<file path="config.mk">
export PLATFORM = sky130hd
export DESIGN_NAME = cdb_arbiter_flat
export DESIGN_NICKNAME = d
export VERILOG_FILES = /design/src/rtl/rv32i_types.sv /design/src/rtl/cdb_arbiter_if.sv /design/src/rtl/rr_arbiter.sv /design/src/rtl/cdb_arbiter.sv /design/src/flat_wrapper.sv
export SDC_FILE = /design/constraint.sdc
export NUM_CORES = 1
export LEC_CHECK = 0
export BUFFER_PORTS_ARGS = -buffer_cell sky130_fd_sc_hd__buf_2
export CAP_MARGIN = 20
export CORE_ASPECT_RATIO = 0.5
export CORE_MARGIN = 4
export CORE_UTILIZATION = 37
export CTS_CLUSTER_SIZE = 20
export DETAILED_ROUTE_END_ITERATION = 10
export PLACE_DENSITY = 0.71
export RECOVER_POWER = 50
export SYNTH_ARGS = -nofsm -noshare
export SYNTH_HDL_FRONTEND = slang
export SYNTH_SLANG_ARGS = --single-unit
</file>
<file path="constraint.sdc">
create_clock -name clk -period 9.4 [get_ports clk]
set_input_delay 1.88 -clock clk [delete_from_list [all_inputs] [get_ports clk]]
set_output_delay 1.88 -clock clk [all_outputs]
set_load 0.02 [all_outputs]
</file>
<file path="src/rtl/rv32i_types.sv">
// rtl/rv32i_types.sv - shared core types: register/ROB widths, CDB record, requester indices
package rv32i_types;

   localparam int PHYS_REG_BITS  = 6;
   localparam int ARCH_REG_BITS  = 5;
   localparam int ROB_ADDR_WIDTH = 4;

   localparam int CDB_NUM_REQ  = 5;
   localparam int CDB_SRC_BITS = 3;

   localparam logic [CDB_SRC_BITS-1:0] CDB_SRC_ADD = 3'd0;
   localparam logic [CDB_SRC_BITS-1:0] CDB_SRC_MUL = 3'd1;
   localparam logic [CDB_SRC_BITS-1:0] CDB_SRC_DIV = 3'd2;
   localparam logic [CDB_SRC_BITS-1:0] CDB_SRC_BR  = 3'd3;
   localparam logic [CDB_SRC_BITS-1:0] CDB_SRC_MEM = 3'd4;

   typedef struct packed {
      logic                      valid;
      logic                      regf_we;
      logic [PHYS_REG_BITS-1:0]  pd;
      logic [ARCH_REG_BITS-1:0]  rd;
      logic [ROB_ADDR_WIDTH-1:0] rob;
      logic [31:0]               data;
      logic [CDB_SRC_BITS-1:0]   src;
   } cdb_t;

endpackage

</file>
<file path="src/rtl/cdb_arbiter_if.sv">
// rtl/cdb_arbiter_if.sv - completion-port requests and CDB broadcast bundle; CDB_PERF_CNT_EN adds perf outputs
interface cdb_arbiter_if;
   import rv32i_types::*;

   logic                                  flush;
   logic [CDB_NUM_REQ-1:0]                req_valid;
   logic [CDB_NUM_REQ*PHYS_REG_BITS-1:0]  req_pd;
   logic [CDB_NUM_REQ*ARCH_REG_BITS-1:0]  req_rd;
   logic [CDB_NUM_REQ*ROB_ADDR_WIDTH-1:0] req_rob;
   logic [CDB_NUM_REQ*32-1:0]             req_data;
   logic [CDB_NUM_REQ-1:0]                req_ready;

   logic                      cdb_valid;
   logic                      cdb_regf_we;
   logic [PHYS_REG_BITS-1:0]  cdb_pd;
   logic [ARCH_REG_BITS-1:0]  cdb_rd;
   logic [ROB_ADDR_WIDTH-1:0] cdb_rob;
   logic [31:0]               cdb_data;
   logic [CDB_SRC_BITS-1:0]   cdb_src;

`ifdef CDB_PERF_CNT_EN
   logic [31:0] perf_bcast_cnt;
   logic [31:0] perf_conflict_cnt;
   logic [7:0]  perf_max_wait;

   modport master (
      output flush, req_valid, req_pd, req_rd, req_rob, req_data,
      input  req_ready, cdb_valid, cdb_regf_we, cdb_pd, cdb_rd, cdb_rob, cdb_data, cdb_src,
      input  perf_bcast_cnt, perf_conflict_cnt, perf_max_wait
   );

   modport slave (
      input  flush, req_valid, req_pd, req_rd, req_rob, req_data,
      output req_ready, cdb_valid, cdb_regf_we, cdb_pd, cdb_rd, cdb_rob, cdb_data, cdb_src,
      output perf_bcast_cnt, perf_conflict_cnt, perf_max_wait
   );
`else
   modport master (
      output flush, req_valid, req_pd, req_rd, req_rob, req_data,
      input  req_ready, cdb_valid, cdb_regf_we, cdb_pd, cdb_rd, cdb_rob, cdb_data, cdb_src
   );

   modport slave (
      input  flush, req_valid, req_pd, req_rd, req_rob, req_data,
      output req_ready, cdb_valid, cdb_regf_we, cdb_pd, cdb_rd, cdb_rob, cdb_data, cdb_src
   );
`endif

endinterface

</file>
<file path="src/rtl/rr_arbiter.sv">
// rtl/rr_arbiter.sv - generic round-robin grant starting at a pointer, one-hot plus index
module rr_arbiter #(
   parameter int NUM_REQ  = 5,
   parameter int IDX_BITS = 3
) (
   input  logic [NUM_REQ-1:0]  req_i,
   input  logic [IDX_BITS-1:0] ptr_i,
   input  logic                en_i,
   output logic [NUM_REQ-1:0]  gnt_o,
   output logic [IDX_BITS-1:0] gnt_idx_o
);

   logic found;
   int   idx;

   // Scan ptr, ptr+1, ... modulo NUM_REQ; first requesting slot wins
   always_comb begin
      gnt_o     = '0;
      gnt_idx_o = '0;
      found     = 1'b0;
      idx       = 0;
      for (int k = 0; k < NUM_REQ; k++) begin
         idx = (int'(ptr_i) + k) % NUM_REQ;
         if (en_i && !found && req_i[idx]) begin
            found      = 1'b1;
            gnt_o[idx] = 1'b1;
            gnt_idx_o  = IDX_BITS'(idx);
         end
      end
   end

endmodule

</file>
<file path="src/rtl/cdb_arbiter.sv">
// rtl/cdb_arbiter.sv - round-robin CDB arbiter with registered broadcast; CDB_PERF_CNT_EN adds perf counters
module cdb_arbiter
   import rv32i_types::*;
(
   input logic          clk,
   input logic          rst,
   cdb_arbiter_if.slave bus_if
);

   localparam int NUM_REQ = CDB_NUM_REQ;

   logic [NUM_REQ-1:0]      gnt;
   logic [CDB_SRC_BITS-1:0] gnt_idx;
   logic [CDB_SRC_BITS-1:0] rr_ptr_q, rr_ptr_d;
   logic                    grant_en;
   cdb_t                    cdb_q, cdb_d;

   // No grant while in reset or flushing, so requesters keep their results
   assign grant_en = !rst && !bus_if.flush;

   rr_arbiter #(
      .NUM_REQ  (NUM_REQ),
      .IDX_BITS (CDB_SRC_BITS)
   ) u_rr (
      .req_i     (bus_if.req_valid),
      .ptr_i     (rr_ptr_q),
      .en_i      (grant_en),
      .gnt_o     (gnt),
      .gnt_idx_o (gnt_idx)
   );

   assign bus_if.req_ready = gnt;

   // Pointer moves one past the winner; holds when nothing is granted
   always_comb begin
      rr_ptr_d = rr_ptr_q;
      if (|gnt) begin
         rr_ptr_d = (gnt_idx == CDB_SRC_BITS'(NUM_REQ - 1)) ? '0 : gnt_idx + 1'b1;
      end
   end

   // Capture the winner's payload; without a grant only valid/we drop, payload holds
   always_comb begin
      cdb_d         = cdb_q;
      cdb_d.valid   = 1'b0;
      cdb_d.regf_we = 1'b0;
      if (|gnt) begin
         cdb_d.valid   = 1'b1;
         cdb_d.pd      = bus_if.req_pd[gnt_idx*PHYS_REG_BITS +: PHYS_REG_BITS];
         cdb_d.rd      = bus_if.req_rd[gnt_idx*ARCH_REG_BITS +: ARCH_REG_BITS];
         cdb_d.rob     = bus_if.req_rob[gnt_idx*ROB_ADDR_WIDTH +: ROB_ADDR_WIDTH];
         cdb_d.data    = bus_if.req_data[gnt_idx*32 +: 32];
         cdb_d.src     = gnt_idx;
         cdb_d.regf_we = (cdb_d.pd != '0);
      end
   end

   // Pointer and broadcast registers
   always_ff @(posedge clk) begin
      if (rst) begin
         rr_ptr_q <= '0;
         cdb_q    <= '0;
      end else begin
         rr_ptr_q <= rr_ptr_d;
         cdb_q    <= cdb_d;
      end
   end

   assign bus_if.cdb_valid   = cdb_q.valid;
   assign bus_if.cdb_regf_we = cdb_q.regf_we;
   assign bus_if.cdb_pd      = cdb_q.pd;
   assign bus_if.cdb_rd      = cdb_q.rd;
   assign bus_if.cdb_rob     = cdb_q.rob;
   assign bus_if.cdb_data    = cdb_q.data;
   assign bus_if.cdb_src     = cdb_q.src;

`ifdef CDB_PERF_CNT_EN
   logic [31:0] bcast_q, bcast_d;
   logic [31:0] conflict_q, conflict_d;
   logic [7:0]  max_wait_q, max_wait_d;
   logic [7:0]  wait_q [NUM_REQ];
   logic [7:0]  wait_d [NUM_REQ];

   // Per-requester starvation run length (saturating) and the running maximum
   always_comb begin
      bcast_d    = bcast_q + {31'd0, |gnt};
      conflict_d = conflict_q;
      if (!bus_if.flush && ($countones(bus_if.req_valid) > 1)) begin
         conflict_d = conflict_q + 32'd1;
      end
      max_wait_d = max_wait_q;
      for (int i = 0; i < NUM_REQ; i++) begin
         wait_d[i] = 8'd0;
         if (bus_if.req_valid[i] && !gnt[i]) begin
            wait_d[i] = (wait_q[i] == 8'hFF) ? 8'hFF : wait_q[i] + 8'd1;
         end
         if (wait_d[i] > max_wait_d) begin
            max_wait_d = wait_d[i];
         end
      end
   end

   // Performance counter registers
   always_ff @(posedge clk) begin
      if (rst) begin
         bcast_q    <= '0;
         conflict_q <= '0;
         max_wait_q <= '0;
         for (int i = 0; i < NUM_REQ; i++) wait_q[i] <= '0;
      end else begin
         bcast_q    <= bcast_d;
         conflict_q <= conflict_d;
         max_wait_q <= max_wait_d;
         for (int i = 0; i < NUM_REQ; i++) wait_q[i] <= wait_d[i];
      end
   end

   assign bus_if.perf_bcast_cnt    = bcast_q;
   assign bus_if.perf_conflict_cnt = conflict_q;
   assign bus_if.perf_max_wait     = max_wait_q;
`endif

endmodule
</file>
<file path="src/flat_wrapper.sv">
// flat-port wrapper written by rule: the top's interface ports become plain ports
module cdb_arbiter_flat import rv32i_types::*;
  (clk, rst, bus_if_flush, bus_if_req_valid, bus_if_req_pd, bus_if_req_rd, bus_if_req_rob, bus_if_req_data, bus_if_req_ready, bus_if_cdb_valid, bus_if_cdb_regf_we, bus_if_cdb_pd, bus_if_cdb_rd, bus_if_cdb_rob, bus_if_cdb_data, bus_if_cdb_src);
  cdb_arbiter_if bus_if_i ();
  input logic clk;
  input logic rst;
  input wire logic [$bits(bus_if_i.flush)-1:0] bus_if_flush;
  input wire logic [$bits(bus_if_i.req_valid)-1:0] bus_if_req_valid;
  input wire logic [$bits(bus_if_i.req_pd)-1:0] bus_if_req_pd;
  input wire logic [$bits(bus_if_i.req_rd)-1:0] bus_if_req_rd;
  input wire logic [$bits(bus_if_i.req_rob)-1:0] bus_if_req_rob;
  input wire logic [$bits(bus_if_i.req_data)-1:0] bus_if_req_data;
  output wire logic [$bits(bus_if_i.req_ready)-1:0] bus_if_req_ready;
  output wire logic [$bits(bus_if_i.cdb_valid)-1:0] bus_if_cdb_valid;
  output wire logic [$bits(bus_if_i.cdb_regf_we)-1:0] bus_if_cdb_regf_we;
  output wire logic [$bits(bus_if_i.cdb_pd)-1:0] bus_if_cdb_pd;
  output wire logic [$bits(bus_if_i.cdb_rd)-1:0] bus_if_cdb_rd;
  output wire logic [$bits(bus_if_i.cdb_rob)-1:0] bus_if_cdb_rob;
  output wire logic [$bits(bus_if_i.cdb_data)-1:0] bus_if_cdb_data;
  output wire logic [$bits(bus_if_i.cdb_src)-1:0] bus_if_cdb_src;
  assign bus_if_i.flush = bus_if_flush;
  assign bus_if_i.req_valid = bus_if_req_valid;
  assign bus_if_i.req_pd = bus_if_req_pd;
  assign bus_if_i.req_rd = bus_if_req_rd;
  assign bus_if_i.req_rob = bus_if_req_rob;
  assign bus_if_i.req_data = bus_if_req_data;
  assign bus_if_req_ready = bus_if_i.req_ready;
  assign bus_if_cdb_valid = bus_if_i.cdb_valid;
  assign bus_if_cdb_regf_we = bus_if_i.cdb_regf_we;
  assign bus_if_cdb_pd = bus_if_i.cdb_pd;
  assign bus_if_cdb_rd = bus_if_i.cdb_rd;
  assign bus_if_cdb_rob = bus_if_i.cdb_rob;
  assign bus_if_cdb_data = bus_if_i.cdb_data;
  assign bus_if_cdb_src = bus_if_i.cdb_src;
  cdb_arbiter u_core (.clk(clk), .rst(rst), .bus_if(bus_if_i));
endmodule
</file>
# == After elaboration in Yosys (flattened, before gate mapping) ==
# Index checks and enable logic that the tools add are counted.
# word_totals
inputBits,243
ff_bits,55
out_inout_bits,57
wordCells,105
# op_classes
n_eq_ne,1
order_cmp,10
multipliers,2
shift,4
div,5
bitwise,5
add_sub_neg,5
n_mux,41
n_reduce_logical,24
# op_table
cell,count
$ge A32 B1 Y1 const B,5
$lt A32 B5 Y1 const B,5
$shiftx A160 B9 Y32,1
$mod A32 B4 Y32 const B,4
$mux W52,1
$mod A4 B4 Y32 const B,1
$shiftx A30 B7 Y6,1
$mux W5,5
$shiftx A25 B7 Y5,1
$or A5 B5 Y5,4
$shiftx A20 B6 Y4,1
$mux W1,19
$mux W3,6
$bmux W1 S3,5
$demux W1 S3,5
$logic_and A1 B1 Y1,15
$add A3 B2 Y4 const B,2
$logic_not A1 Y1,6
$mul A3 B3 Y6 const B,1
$reduce_bool A6 Y1,1
$mul A3 B2 Y5 const B,1
$reduce_or A5 Y1,1
$add A3 B1 Y4 const B,1
$add A3 B3 Y4 const B,1
other kinds (4),4

# == Depth between registers and ports, before layout ==
# logic_depth
word_depth,26
mapped_depth,32
depth_no_buf,23

# == Modules after synthesis ==
# A second synthesis with hierarchy kept.
# unflattened
hier_cells,727
area_unflattened_um2,6123.4
# modules_own_cells
mod,instances,cells_per_inst,area_each_um2,seq_area_each_um2
cdb_arbiter,1,344,3504.6,1101.1
rr_arbiter,1,383,2618.8,0.0

# == Least setup slack after synthesis ==
# No wires, ideal clock.
# synth_path
kind,register to output
startpoint,register u_core.rr_ptr_q[0]
endpoint,output port bus_if_req_ready[4]
path_stages_with_launch,29
setup_slack_ns,1.501
n_path_buf,9
arrival_ns,6.019
required_ns,7.520
path_cell_list,dfxtp_1 buf_4 buf_2 buf_2 buf_1 inv_1 ha_1 buf_2 inv_1 ha_1 buf_2 inv_1 ha_1 or3_1 nand2_1 xnor2_1 inv_1 ha_1 nand2b_1 a22oi_2 mux2i_1 o31ai_2 and3_1 clkbuf_1 nand2_1 nor4b_1 a211o_1 buf_2 clkbuf_1
# synth_via
elab_chain_len,22
elab_cells_between_ends,75
classes_between,add/sub: 4; div: 5; order compare: 10; mux: 34; bitwise: 4; reduce/logical: 18
# synth_rtl
item,line,source
from (decl),cdb_arbiter.sv:14,"logic [CDB_SRC_BITS-1:0] rr_ptr_q, rr_ptr_d;"
from (signal assigned),cdb_arbiter.sv:64,rr_ptr_q <= rr_ptr_d;
"parallel branches: the longest is 21 deep, another holds $mod A32 B4 Y32",n/a,
$mux W5 *,rr_arbiter.sv:24,if (en_i && !found && req_i[idx]) begin
to (decl),flat_wrapper.sv:13,output wire logic [$bits(bus_if_i.req_ready)-1:0] bus_if_req_ready;
# Every way passes the cells marked *. The select of a mux whose other input is x is not followed.

# == Final worst setup path ==
# layout_path
startpoint,register u_core.rr_ptr_q[1]
endpoint,output port bus_if_req_ready[4]
# The elaborated chain is that of the path after synthesis.

==> run metrics <==
status=complete, but fails checks; failing checks=capacitance limit, slew limit; count of state elements after synthesis=55; VDD IR max=0.1656 mV; input/output buffers=roughly 300; Gate Count Post-Synth=~740; first-pass GRT wire length=approximately 35 mm; GR Overflow Total=0; root buf cell=clkbuf_16; CTS tree=yes; max_cap viols=1; top cells by count, synth=nand2_1, dfxtp_1, nor2_1; post-route ant nets=0; yosys warns=0; GRT Util Overall=22.43%; Syn-to-layout area delta=25.61%; n_diodes=0; CTS clk-pin slew, worst paths=0.07 ns; Setup Viol. Count Final=0; Mean Syn Cell Area=8.447 sq um; die height=approximately 100 microns; worst hold path type=register to register; TritonRoute pass-1 iters=5; Achievable Freq=0.1165 GHz; DP Cell Count=1208; Synth Flop Type=dfxtp_1; CORE AREA=around 0.016 sq mm; Setup TNS=0 ns; Pwr Total=around 2700 uW; # Post-CTS Setup Buffers=0; Final Worst Setup Slack=0.8173 ns; part of the cycle the worst path needs=91.31%; Hold Path Sink=u_core.bus_if.cdb_src[0]$_SDFFE_PP0P_; Hold Path Depth=2; HP Start=u_core.bus_if.cdb_src[0]$_SDFFE_PP0P_; Final #Nets=1263; Non-Filler Instances=approximately 1200; hold buffers post-CTS=0; reg2reg path depth=24; H-Tree Depth=2; Num CTS Buffers=5; clock skew=0.006231 ns; Residual DRC=0; initial core utilization=37.87%; worst r2r src=u_core.rr_ptr_q[1]$_SDFFE_PP0P_; gp weighted congestion=0.9190; Worst Tran Pin Value=1.871 ns; P per Cell Area=345.5 mW/mm^2; worst-skew pair later-pin latency=roughly 0.29 ns; Max-Slew Margin vs Limit=-24.76%; cell taking the most area after synthesis=dfxtp_1; Critical Path End Type=output pin; final WL=22.96 mm; I/O Pins=300; crit path max fanout=35; vias in the first global route=6630; nature of the critical path startpoint=register; RSZ-0062 raised after global routing=no; synthesized area=0.006208 sq mm; top post-synthesis cells by area=dfxtp_1, mux4_2, ha_1, mux2i_1, nand2_1; pin count of the biggest net entering global routing=56; drt wl/cell=18.88 microns; required time of the critical path=7.52 ns; initial antenna violation count=0; Die Width=about 190 microns; CTS Sinks=between 50 and 60; die area=~0.019 sq mm; syn_nets=between 1000 and 1500; Crit Path Class=register to output pin; Final Hold Fails=0; HPWL Detailed=18.22 mm; number of synthesized flops with an enable pin=0; min cycle time layout=~8.6 ns; Worst EP arrival=around 6.7 ns; top cell type's share of synthesized area=17.73%; most common cell in the synthesized netlist=nand2_1; DP Worst Slack=1.280 ns; Via density=5.762; share of post-route cells with drive strength above 1=34.78%; max-slew violations=34; routed vias=7006; CTS resizes=0; Async S/R FF share, synth=0%; Pleak=between 0.003 and 0.004 uW; Seq/Total Area, Yosys=17.73%; Initial DRC Count=541; worst flop-to-flop path endpoint=u_core.bus_if.cdb_data[21]$_SDFFE_PP0P_; # rows=33; Netlist cell types=90; FF-to-FF setup slack=1.00 ns; Final Util=47.58%; CTS Buffer Depth=2
[layer usage]
layer  track usage, %  part of all wire [%]  vias to the layer above
li1                 -                     -                     3316
met1            28.94                    41                     3397
met2            40.86                    51                      269
met3            2.910                   7.0                       24
met4            3.971                   1.3                        0
met5                0                     0                        -
[placed cells by master, fill, tap and decap left out, drive strengths merged, types with 13 or more instances in the layout]
cell type | netlist | final
a211oi | 22 | 22
a21oi | 29 | 29
a22oi | 33 | 33
a311oi | 13 | 13
buf | 40 | 255
clkbuf | 22 | 59
dfxtp | 55 | 55
ha | 31 | 31
inv | 28 | 29
mux2i | 32 | 32
mux4 | 31 | 31
nand2 | 83 | 83
nor2 | 53 | 53
nor2b | 18 | 18
nor3 | 20 | 20
o21ai | 48 | 48
[how the worst max path moves through the flow]
stage                                               start             endpoint  slack, ns
final                     u_core.rr_ptr_q[1]$_SDFFE_PP0P_  bus_if_req_ready[4]       0.82
after global routing      u_core.rr_ptr_q[1]$_SDFFE_PP0P_  bus_if_req_ready[4]       0.37
after CTS                 u_core.rr_ptr_q[1]$_SDFFE_PP0P_  bus_if_req_ready[4]       0.94
after floorplan           u_core.rr_ptr_q[0]$_SDFFE_PP0P_  bus_if_req_ready[4]       1.50
after global placement    u_core.rr_ptr_q[1]$_SDFFE_PP0P_  bus_if_req_ready[4]       1.47
after detailed placement  u_core.rr_ptr_q[1]$_SDFFE_PP0P_  bus_if_req_ready[4]       1.28
[flip-flops by register name, indices dropped and copies added (netlist names)]
| register | count |
|---|---|
| u_core.rr_ptr_q | 3 |
| u_core.bus_if.cdb_rob | 4 |
| u_core.bus_if.cdb_valid | 1 |
| u_core.bus_if.cdb_src | 3 |
| u_core.bus_if.cdb_regf_we | 1 |
| u_core.bus_if.cdb_pd | 6 |
| u_core.bus_if.cdb_data | 32 |
| u_core.bus_if.cdb_rd | 5 |
[through the flow]
step | instance area (sq um) | hold WS [ns]
after global placement | 7722 | 0.4411
after detailed placement | 7722 | 0.4486
after CTS | 7868 | 0.4582
final | 7799 | 0.4609
after global routing | 7799 | 0.4795
after floorplan | 6208 | 0.5283
[cell type report]
cell class	instances	area, sq um
flip-flops and latches	55	1101
inverters	29	111.4
well taps	227	284.0
multi-input cells	589	4662
fillers	1673	8593
repair buffers	308	1495
clock buffers	6	128.9
clock inverters	2	16.27
[report_power, final]
part | switching, uW | total, uW | internal, uW
Combinational | 1320 | 2110 | 788
Sequential | 65.2 | 403 | 338
Clock | 85.0 | 185 | 100
Total | 1470 | 2690 | 1230
[worst max-delay path: stages, from the launching register on]
cell and delay [ns]:
dfxtp_1 0.47, inv_1 0.37, ha_1 0.46, inv_1 0.22, ha_1 0.57, inv_1 0.19, ha_1 0.28, or3_1 0.44
nand2_1 0.13, xnor2_1 0.17, inv_1 0.13, ha_1 0.22, nand2b_1 0.18, a22oi_2 0.32, mux2i_1 0.49, a32oi_1 0.18
a211oi_2 0.50, and2_1 0.28, a211o_1 0.15, buf_4 0.36, buf_2 0.26
[logic make-up (layout without fill, tap and decap cells)]
family | after synthesis | count (layout) | synth area share, %
multiplexers | 72 | 72 | 18.10
flip-flops | 55 | 55 | 17.73
XOR/XNOR | 13 | 13 | 2.076
adder cells (fa/ha/maj) | 33 | 33 | 6.731
AND/OR/NAND/NOR | 232 | 232 | 17.94
AO/OA/AOI/OAI | 239 | 239 | 30.01
buffers and inverters | 91 | 345 | 7.416
(Power assumes the default switching activity.)
